**config.mk**
```make
export PLATFORM = sky130hd
export DESIGN_NAME = led_breath_multi
export DESIGN_NICKNAME = d
export VERILOG_FILES = /design/src/rtl/led_breath_multi.sv
export SDC_FILE = /design/constraint.sdc
export NUM_CORES = 1
export LEC_CHECK = 0
export CORE_MARGIN = 1
export CORE_UTILIZATION = 60
export CTS_CLUSTER_DIAMETER = 120
export DETAILED_ROUTE_END_ITERATION = 10
export PLACE_DENSITY_LB_ADDON = 0.08
export SKIP_LAST_GASP = 1
export SLEW_MARGIN = 10
export SYNTH_ARGS = -nofsm -noshare
export SYNTH_HDL_FRONTEND = slang
export SYNTH_SLANG_ARGS = --single-unit
```
**constraint.sdc**
```tcl
create_clock -name s_clk -period 6.1 [get_ports s_clk]
set_clock_uncertainty 0.05 [all_clocks]
set_input_delay 1.22 -clock s_clk [delete_from_list [all_inputs] [get_ports s_clk]]
set_output_delay 1.22 -clock s_clk [all_outputs]
set_load 0.03 [all_outputs]
```
**src/rtl/led_breath_multi.sv**
```systemverilog
// led_breath_multi: multi-channel breathing-LED PWM engine.
//   A shared 1 us prescaler, PWM frame counter and triangle brightness generator feed CH
//   channels. Each channel picks off / on / breathe / inverted breathe from its mode bits.
//   Mode bits are shadowed and only reloaded at frame boundaries, so a frame is never cut.
// Ports:
//   s_clk       system clock
//   s_rst       asynchronous, active-high reset
//   en          engine enable; 0 clears the engine synchronously and turns all LEDs off
//   mode        per-channel mode, channel i in mode[2i+1:2i]
//               (00 off, 01 on, 10 breathe, 11 inverted breathe)
//   led         registered LED pins, LED_ON_LVL lights an LED
//   cycle_done  one-clock pulse when a full up/down breath cycle completes
module led_breath_multi #(
    parameter int unsigned CH         = 4,
    parameter int unsigned CLK_PER_US = 34,
    parameter int unsigned STEPS      = 1000,
    parameter logic        LED_ON_LVL = 1'b0
) (
    input  logic            s_clk,
    input  logic            s_rst,
    input  logic            en,
    input  logic [2*CH-1:0] mode,
    output logic [CH-1:0]   led,
    output logic            cycle_done
);

    localparam int unsigned PSC_W  = $clog2(CLK_PER_US);
    localparam int unsigned CNT_W  = $clog2(STEPS);
    // Duty must also represent STEPS (always lit), hence one more code than the counter.
    localparam int unsigned DUTY_W = $clog2(STEPS + 1);

    localparam logic [PSC_W-1:0]  PSC_LAST  = PSC_W'(CLK_PER_US - 1);
    localparam logic [CNT_W-1:0]  CNT_LAST  = CNT_W'(STEPS - 1);
    // Level from which the next up-step lands on the top value.
    localparam logic [CNT_W-1:0]  LVL_PEAK1 = CNT_W'(STEPS - 2);
    localparam logic [DUTY_W-1:0] DUTY_FULL = DUTY_W'(STEPS);

    localparam logic DIR_UP   = 1'b0;
    localparam logic DIR_DOWN = 1'b1;

    localparam logic [CH-1:0] LED_ALL_OFF = {CH{~LED_ON_LVL}};

    logic [PSC_W-1:0]  psc_q, psc_d;
    logic [CNT_W-1:0]  pwm_cnt_q, pwm_cnt_d;
    logic [CNT_W-1:0]  level_q, level_d;
    logic              dir_q, dir_d;
    logic [2*CH-1:0]   mode_sh_q, mode_sh_d;
    logic [CH-1:0]     led_q, led_d;
    logic              cycle_done_q, cycle_done_d;

    logic              tick;
    logic              frame_end;
    logic [DUTY_W-1:0] duty [CH];
    logic [CH-1:0]     lit;

    assign tick      = (psc_q == PSC_LAST);
    assign frame_end = tick && (pwm_cnt_q == CNT_LAST);

    // Per-channel duty from the shadowed mode, compared against the live frame position.
    always_comb begin
        for (int i = 0; i < CH; i++) begin
            duty[i] = '0;
            unique case (mode_sh_q[2*i +: 2])
                2'b00: duty[i] = '0;
                2'b01: duty[i] = DUTY_FULL;
                2'b10: duty[i] = DUTY_W'(level_q);
                2'b11: duty[i] = DUTY_W'(CNT_LAST - level_q);
                default: duty[i] = '0;
            endcase
            lit[i] = (DUTY_W'(pwm_cnt_q) < duty[i]);
        end
    end

    always_comb begin
        psc_d        = psc_q;
        pwm_cnt_d    = pwm_cnt_q;
        level_d      = level_q;
        dir_d        = dir_q;
        mode_sh_d    = mode_sh_q;
        led_d        = LED_ALL_OFF;
        cycle_done_d = 1'b0;

        if (!en) begin
            psc_d     = '0;
            pwm_cnt_d = '0;
            level_d   = '0;
            dir_d     = DIR_UP;
            mode_sh_d = mode;
        end else begin
            psc_d = tick ? '0 : psc_q + PSC_W'(1);
            if (tick) begin
                pwm_cnt_d = (pwm_cnt_q == CNT_LAST) ? '0 : pwm_cnt_q + CNT_W'(1);
            end
            if (frame_end) begin
                mode_sh_d = mode;
                if (dir_q == DIR_UP) begin
                    level_d = level_q + CNT_W'(1);
                    if (level_q == LVL_PEAK1) begin
                        dir_d = DIR_DOWN;
                    end
                end else begin
                    level_d = level_q - CNT_W'(1);
                    if (level_q == CNT_W'(1)) begin
                        dir_d        = DIR_UP;
                        cycle_done_d = 1'b1;
                    end
                end
            end
            for (int i = 0; i < CH; i++) begin
                led_d[i] = lit[i] ? LED_ON_LVL : ~LED_ON_LVL;
            end
        end
    end

    always_ff @(posedge s_clk or posedge s_rst) begin
        if (s_rst) begin
            psc_q        <= '0;
            pwm_cnt_q    <= '0;
            level_q      <= '0;
            dir_q        <= DIR_UP;
            mode_sh_q    <= '0;
            led_q        <= LED_ALL_OFF;
            cycle_done_q <= 1'b0;
        end else begin
            psc_q        <= psc_d;
            pwm_cnt_q    <= pwm_cnt_d;
            level_q      <= level_d;
            dir_q        <= dir_d;
            mode_sh_q    <= mode_sh_d;
            led_q        <= led_d;
            cycle_done_q <= cycle_done_d;
        end
    end

    assign led        = led_q;
    assign cycle_done = cycle_done_q;

endmodule
```
==> results of run 1 <==
==> cells in the final DEF (no fill, tap or decap), drive strengths merged, types with 9 or more instances in the layout <==
master	netlist	routed
nand4	15	15
dfrtp	36	36
nor2	19	19
ha	46	46
or3	12	12
xor2	18	18
a21o	12	12
nand2	25	25
a21oi	42	42
nand3	15	15
clkdlybuf4s50	0	15
a31o	9	9
o21ai	32	32
inv	13	13
==> area by class of cell <==
type                    count  area (um2)
multi-input cells         328        2380
clock buffers               6        72.6
fillers                   465        1830
inverters                  13        48.8
flip-flops and latches     40        1010
clock inverters             2        60.1
repair buffers             16         158
well taps                  72        90.1
==> cell families (layout without fill, tap and decap cells) <==
family                     Yosys count  count (layout)
AOI/OAI and AO/OA                  127             127
and+or+nand+nor                    119             119
adders and majority gates           46              46
buffers and inverters               49              37
muxes                               14              14
DFF                                 40              40
xor gates and xnor gates            22              22
==> sequential cells by signal (all words and copies together) (netlist names) <==
register	count
cycle_done	1
pwm_cnt_q	10
dir_q	1
level_q	10
led	4
mode_sh_q	8
psc_q	6
==> how the worst min path moves through the flow <==
stage / depth (start not counted) / from / end
final: 1 / psc_q[0] / psc_q[0]
after detailed placement: 1 / psc_q[0] / psc_q[0]
after floorplan: 1 / psc_q[0] / psc_q[0]
after global routing: 1 / psc_q[0] / psc_q[0]
after global placement: 1 / psc_q[0] / psc_q[0]
after CTS: 1 / psc_q[0] / psc_q[0]
==> power by group through the flow <==
stage	clock network [W]	registers, W	logic (W)
floorplan	0	0.000286	0.0000939
global placement	0	0.000308	0.0000952
detailed placement	0	0.000308	0.0000977
CTS	0.000263	0.000303	0.0000985
global route	0.000274	0.000308	0.000112
finish	0.000257	0.000304	0.0000979
==> routing by layer <==
layer / track usage [%] / wire, um / share of wire [%]
met3: 4.48 / 421 / 5.0
met4: 7.27 / 114 / 1.4
met1: 38.9 / 3820 / 45
met5: 0 / 0 / 0
met2: 48.8 / 4080 / 48
==> stage by stage <==
step / power, W / area, um2 / instances / worst slack, ns
final: 0.000659 / 3810 / 477 / 3.13
after detailed placement: 0.000406 / 3680 / 469 / 2.87
after global placement: 0.000403 / 3680 / 469 / 2.94
after CTS: 0.000665 / 3810 / 477 / 3.15
after global routing: 0.000693 / 3810 / 477 / 2.85
after floorplan: 0.000380 / 3590 / 417 / 3.57
==> reports/qor_table.md, run 1 <==
| Step | Item | Reported |
|:---|:---|:---|
| status | Status | finished, final reports clean |
| synth | Number of distinct library cells after synthesis | 49 |
| critical path | Startpoint kind of the worst setup timing path | flip-flop |
| sta | Count of pins over their slew limit | 0 |
| critical path | Path length in cells of the critical path | 11 |
| global route | Largest net degree at the start of global routing | 41 |
| die | Starting utilization of the core area | 63.6% |
| critical path | Worst setup slack for register-to-register paths | 3.13 ns |
| sta | RSZ-0062 raised after global routing | no |
| clocking | Maximum buffer depth of the clock tree | 2 |
| sta | Final setup fails | 0 |
| critical path | Start-to-end type of the worst setup path | reg2reg |
| clocking | Setup fix buffers added after clock tree synthesis | 0 |
| clocking | Resize count post-CTS | 0 |
| layout | Proportion of layout cells with a drive suffix above 1 | 8.15% |
| worst hold path | HP Class | reg2reg |
| clocking | Total CTS buffers | 5 |
| synth | Net count after synthesis | 474 |
| sta | Number of hold violations in the final report | 0 |
| synth | Fraction of the yosys area taken by sequential cells | 28.0% |
| place | I/O Buffers | 15 |
| sta | Remaining max-slew budget at the tightest pin | 53.4% |
| global route | Initial antenna violation count | 0 |
| critical path | Startpoint of the most critical register-to-register path | level_q[3] |
| synth | Largest cells by area after synthesis | sky130_fd_sc_hd__dfrtp_1 25%, sky130_fd_sc_hd__ha_1 16%, sky130_fd_sc_hd__a21oi_1 5.9% |
| synth | Mapped Cells | 417 |
| layout | Final #Nets | 461 |
| place | Final GP Congestion | 0.854 |
| die | Area of the core region | 5640 um2 |
| die | I/O pin total | 16 |
| synth | Area fraction in and, or, nand and nor cells after synthesis | 18.4% |
| critical path | Slowest cell on crit path | sky130_fd_sc_hd__dfrtp_1 |
| layout | Final core utilization | 67.6% |
| synth | Cell taking the most area after synthesis | sky130_fd_sc_hd__dfrtp_1 |
| clocking | Number of clock sinks seen by CTS | 40 |
| clocking | H-Tree Level Count | 2 |
| power and ir drop | Comb pwr share | 14.9% |
| die | Standard-cell rows | 27 |
| synth | EDFF count, synth | 0 |
| power and ir drop | Share of power burned in the clock network | 39.1% |
| sta | Max Clk Rate | 336 MHz |
| critical path | CP Data Arrival Time | 3.11 ns |
| synth | Multiplexer share of the synthesized area | 4.19% |
| critical path | Destination of the worst register-to-register timing path | led[2] |
| synth | Most numerous cell types in the synthesized netlist | 46 x sky130_fd_sc_hd__ha_1, 42 x sky130_fd_sc_hd__a21oi_1, 36 x sky130_fd_sc_hd__dfrtp_1 |
| power and ir drop | Maximum vdd ir drop | 0.150 mV |
| critical path | Worst Path Max Fanout | 12 |
| critical path | Length in cells of the worst reg-to-reg path | 11 |
| critical path | Worst Setup End Kind | flip-flop |
| sta | Hold Worst Slack | 0.453 ns |
| synth | Leading register cell type out of synthesis | sky130_fd_sc_hd__dfrtp_1 |
| power and ir drop | Fraction of power consumed by sequential logic | 46.1% |
| detailed routing | Vias | 3105 |
| synth | Cell area after technology mapping | 3590 um2 |
| place | Detailed placement HPWL | 5.93 mm |
| die | Die footprint | 6290 um2 |
| critical path | Worst setup startpoint | level_q[3] |
| synth | Synth Area in Compound Gates | 22.2% |
| synth | YS warnings | 0 |
| detailed routing | Number of DRC markers in iteration 0 | 247 |
| clocking | Post-cts hold buffer count | 0 |
| run | Max Cap Viol | 0 |
| clocking | Clock edge transition at the registers on the reported setup and hold paths | 0.09 ns |
| global route | Via count of the first global-routing pass | 2958 |
| critical path | Top cell family by delay on the critical path | compound AO/OA/AOI/OAI gates |
| power and ir drop | Switching power | 0.000171 W |
| critical path | Crit path cell chain | inv_1 -> ha_1 -> nand3b_1 -> nand3_1 -> o21ai_0 -> a21o_1 -> ha_1 -> a21oi_1 -> nor2b_1 -> o21ai_0 -> o2111ai_1 |
| synth | Dominant combinational cell family by area after synthesis | compound AO/OA/AOI/OAI gates |
| synth | Most numerous cell in the Yosys netlist | sky130_fd_sc_hd__ha_1 |
| sta | Final critical-path required period | 2.97 ns |
| power and ir drop | Internal power | 0.000488 W |
| global route | Overflow left after global routing | 0 |
| critical path | Crit path buf inv count | 1 |
| power and ir drop | Power per cell area | 173 nW/um2 |
| detailed routing | Total Wirelength | 8.44 mm |
| power and ir drop | Reported leakage power | 1.69 nW |
| die | Height of the chip | 79.3 um |
| detailed routing | Via-per-instance ratio | 6.51 |
| sta | Setup Total Neg Slack | 0 ns |
| critical path | Destination of the critical timing path | led[2] |
| synth | Average footprint of a synthesized cell | 8.60 um2 |
| detailed routing | DRC viols | 0 |
| synth | Seq cells post-synth | 40 |
| power and ir drop | Net switching fraction of the power | 25.9% |
| sta | Fraction of the cycle the final worst path needs | 48.8% |
| global route | GRT Util Overall | 29.0% |
| clocking | Latest clock arrival within the worst-skew pair | 0.29 ns |
| detailed routing | Routed WL per cell | 17.7 um |
| clocking | Clk Tree Root Cell | sky130_fd_sc_hd__clkbuf_8 |
| synth | Proportion of register bits with asynchronous set or reset after synthesis | 100% |
| layout | Final antenna diode count | 0 |
| critical path | Delay of the slowest cell on the worst path | 0.60 ns |
| clocking | CTS tree | built |
| detailed routing | Number of nets with antenna violations after detailed routing | 0 |
| synth | Area share of xor/xnor cells in the synthesized design | 5.37% |
| global route | Wire length of the first global-routing pass | 14.2 mm |
| layout | P&R area growth vs syn | 6.24% |
| synth | Area share of the largest cell type after synthesis | 25.1% |
| critical path | Data required time of the critical path | 6.23 ns |
| die | Width of the chip | 79.3 um |
| synth | Adder-cell share of the synthesized area | 16.0% |
| detailed routing | Number of optimization iterations in the first detailed-route pass | 5 |
| sta | Measured slew at the worst slew-check pin | 0.698 ns |
Power figures use the tool's default switching activity.
==> run 2: changes to the inputs <==
Settings changed: CORE_UTILIZATION 60 to 56.
Clock period 6.1 ns to 2.6 ns, I/O delays scaled along.
==> run 2 against run 1 <==
  * Largest power group unchanged
  * Flip-flop and latch count is the same
  * Non-clock buffer count grew 30
  * Hold slack gained 0.0047 ns
  * Highest routed layer unchanged
  * Register-to-register slack lost 2.9 ns
  * Combinational power grew to 2.8 times the previous value
  * Final area grew 5.5%
==> reports/qor_table.md, run 2 (synthesis gave the netlist of run 1 again) <==
| Step | Item | Reported | Change |
|:---|:---|:---|:---|
| clocking | Total CTS buffers | 5 | unchanged |
| power and ir drop | Maximum vdd ir drop | 0.346 mV | was 0.150 mV |
| clocking | CTS tree | built | unchanged |
| layout | Commonest non-fill, non-tap cells in the layout | 45 x sky130_fd_sc_hd__ha_1, 42 x sky130_fd_sc_hd__a21oi_1, 35 x sky130_fd_sc_hd__dfrtp_1 | was 46 x sky130_fd_sc_hd__ha_1, 42 x sky130_fd_sc_hd__a21oi_1, 36 x sky130_fd_sc_hd__dfrtp_1 |
| power and ir drop | Internal power | 0.00106 W | was 0.000488 W |
| worst hold path | Number of cells on the worst hold path | 1 | unchanged |
| critical path | Destination of the worst register-to-register timing path | led[2] | unchanged |
| power and ir drop | Net switching fraction of the power | 28.6% | was 25.9% |
| detailed routing | Number of DRC markers in iteration 0 | 242 | was 247 |
| power and ir drop | Reported leakage power | 1.83 nW | was 1.69 nW |
| sta | Fraction of the cycle the final worst path needs | 92.7% | was 48.8% |
| sta | Remaining max-slew budget at the tightest pin | 63.2% | was 53.4% |
| place | I/O Buffers | 15 | unchanged |
| die | I/O pin total | 16 | unchanged |
| power and ir drop | Fraction of power consumed by sequential logic | 46.7% | was 46.1% |
| global route | Via count of the first global-routing pass | 3082 | was 2958 |
| die | Standard-cell rows | 28 | was 27 |
| worst hold path | Hold EP | psc_q[0] | unchanged |
| sta | Hold Worst Slack | 0.457 ns | was 0.453 ns |
| critical path | Slowest cell on crit path | sky130_fd_sc_hd__dfrtp_2 | was sky130_fd_sc_hd__dfrtp_1 |
| layout | Multi-input combinational cell area | 2380 um2 | about the same |
| power and ir drop | Switching power | 0.000426 W | was 0.000171 W |
| critical path | Start-to-end type of the worst setup path | reg2reg | unchanged |
| clocking | Latest clock arrival within the worst-skew pair | 0.31 ns | was 0.29 ns |
| detailed routing | Vias | 3233 | was 3105 |
| power and ir drop | Share of power burned in the clock network | 35.0% | was 39.1% |
| sta | RSZ-0062 raised after global routing | no | unchanged |
| global route | Wire length of the first global-routing pass | 15.4 mm | was 14.2 mm |
| die | Die footprint | 6730 um2 | was 6290 um2 |
| detailed routing | Routed WL per cell | 18.5 um | was 17.7 um |
| critical path | CP Data Arrival Time | 2.58 ns | was 3.11 ns |
| critical path | Data required time of the critical path | 2.77 ns | was 6.23 ns |
| layout | Final antenna diode count | 0 | unchanged |
| sta | Final critical-path required period | 2.41 ns | was 2.97 ns |
| critical path | Startpoint of the most critical register-to-register path | level_q[4] | was level_q[3] |
| worst hold path | HP Class | reg2reg | unchanged |
| power and ir drop | Total power | 0.00149 W | was 0.000659 W |
| power and ir drop | Comb pwr share | 18.2% | was 14.9% |
| die | Width of the chip | 82.0 um | was 79.3 um |
| sta | Measured slew at the worst slew-check pin | 0.547 ns | was 0.698 ns |
| critical path | Crit path buf inv count | 1 | unchanged |
| critical path | Worst Setup End Kind | flip-flop | unchanged |
| place | Final GP Congestion | 0.866 | was 0.854 |
| sta | Setup Total Neg Slack | 0 ns | unchanged |
| critical path | Worst Path Max Fanout | 7 | was 12 |
| clocking | Clk Tree Root Cell | sky130_fd_sc_hd__clkbuf_8 | unchanged |
| clocking | Clock edge transition at the registers on the reported setup and hold paths | 0.09 ns | about the same |
| sta | Count of pins over their slew limit | 0 | unchanged |
| layout | Proportion of layout cells with a drive suffix above 1 | 15.2% | was 8.15% |
| sta | Final setup fails | 0 | unchanged |
| critical path | Length in cells of the worst reg-to-reg path | 9 | was 11 |
| global route | GRT Util Overall | 31.2% | was 29.0% |
| layout | Largest regs | level_q: 10 flops, pwm_cnt_q: 10 flops, mode_sh_q: 8 flops | unchanged |
| layout | Register area | 1010 um2 | about the same |
| layout | P&R area growth vs syn | 12.1% | was 6.24% |
| die | Area of the core region | 6060 um2 | was 5640 um2 |
| clocking | Post-cts hold buffer count | 0 | unchanged |
| clocking | Maximum buffer depth of the clock tree | 2 | unchanged |
| worst hold path | Launch instance of the worst min-delay path | psc_q[0] | unchanged |
| place | Detailed placement HPWL | 6.44 mm | was 5.93 mm |
| critical path | Delay of the slowest cell on the worst path | 0.40 ns | was 0.60 ns |
| run | Max Cap Viol | 0 | unchanged |
| critical path | Startpoint kind of the worst setup timing path | flip-flop | unchanged |
| global route | Overflow left after global routing | 0 | unchanged |
| detailed routing | Total Wirelength | 9.44 mm | was 8.44 mm |
| layout | Final #Nets | 491 | was 461 |
| detailed routing | DRC viols | 0 | unchanged |
| critical path | Crit path cell chain | buf_4 -> or2_2 -> nand4_1 -> xnor2_1 -> a31o_2 -> ha_1 -> nor2b_1 -> o21ai_0 -> o2111ai_1 | was inv_1 -> ha_1 -> nand3b_1 -> nand3_1 -> o21ai_0 -> a21o_1 -> ha_1 -> a21oi_1 -> nor2b_1 -> o21ai_0 -> o2111ai_1 |
| global route | Initial antenna violation count | 0 | unchanged |
| clocking | Number of clock sinks seen by CTS | 40 | unchanged |
| status | Status | finished, final reports clean | unchanged |
| power and ir drop | Power per cell area | 370 nW/um2 | was 173 nW/um2 |
| die | Height of the chip | 82.0 um | was 79.3 um |
| global route | Largest net degree at the start of global routing | 41 | unchanged |
| detailed routing | Number of optimization iterations in the first detailed-route pass | 5 | unchanged |
| clocking | H-Tree Level Count | 2 | unchanged |
| layout | Fill cell instance count of the final layout | 551 | was 465 |
| sta | Number of hold violations in the final report | 0 | unchanged |
| critical path | Worst setup slack for register-to-register paths | 0.19 ns | was 3.13 ns |
| critical path | Top cell family by delay on the critical path | compound AO/OA/AOI/OAI gates | unchanged |
| detailed routing | Via-per-instance ratio | 6.34 | was 6.51 |
| die | Starting utilization of the core area | 59.2% | was 63.6% |
| detailed routing | Number of nets with antenna violations after detailed routing | 0 | unchanged |
| layout | Most frequent standard cell in the layout excluding fill and tap cells | sky130_fd_sc_hd__ha_1 | unchanged |
| sta | Max Clk Rate | 415 MHz | was 336 MHz |
## run 2: changes by cell type in the layout (fill, tap and decap cells not counted), sizes merged
cell	previous run	this run
buf	1	31
bufinv	2	1
clkbuf	6	5
clkinv	0	1
clkinvlp	0	1
## run 2: how the worst max path moves through the flow
stage	startpoint	endpoint	depth (start not counted)
final	level_q[4]	led[2]	9
after detailed placement	level_q[4]	led[2]	11
after global routing	level_q[3]	led[1]	11
after floorplan	level_q[3]	led[0]	13
after CTS	level_q[4]	led[1]	11
after global placement	level_q[4]	led[2]	11
## run 2: power by group through the flow
| stage | registers, W | logic (W) | clock network [W] |
|---|---|---|---|
| 6_report | 0.000695 | 0.000271 | 0.000521 |
| 5_1_grt | 0.000700 | 0.000304 | 0.000549 |
| 4_1_cts | 0.000693 | 0.000270 | 0.000529 |
| 3_5_place_dp | 0.000705 | 0.000268 | 0 |
| 3_3_place_gp | 0.000704 | 0.000256 | 0 |
| 2_1_floorplan | 0.000671 | 0.000220 | 0 |
## run 2: layer usage
layer / vias to the layer above / wire length (um) / global-route usage (%)
li1: 1578 / - / -
met1: 1528 / 4270 / 39.3
met2: 104 / 4430 / 50.9
met3: 23 / 493 / 7.33
met4: 0 / 240 / 13.0
met5: - / 0 / 0
## run 2: layout make-up
cell class / count / area share (%)
Clock buffer: 5 / 1.71
Clock inverter: 3 / 1.06
Inverter: 13 / 1.21
Multi-Input combinational cell: 328 / 59.1
Sequential cell: 40 / 25.0
Tap cell: 75 / 2.33
Timing Repair Buffer: 46 / 9.52
## run 2: what timing repair did
action                                  in CTS  in global routing
gates resized for setup                      0                  6
buffers inserted                             0                  1
endpoints found under the setup margin       0                  4
## run 2: stage by stage
step	std cells	worst slack, ns	instance area [um2]	util (%)
6_report	510	0.191	4020	66.4
5_1_grt	510	0.0128	4020	66.4
3_5_place_dp	501	0.118	3900	64.3
2_1_floorplan	417	0.0665	3590	-
3_3_place_gp	501	0.226	3900	64.3
4_1_cts	509	0.0517	4010	66.2
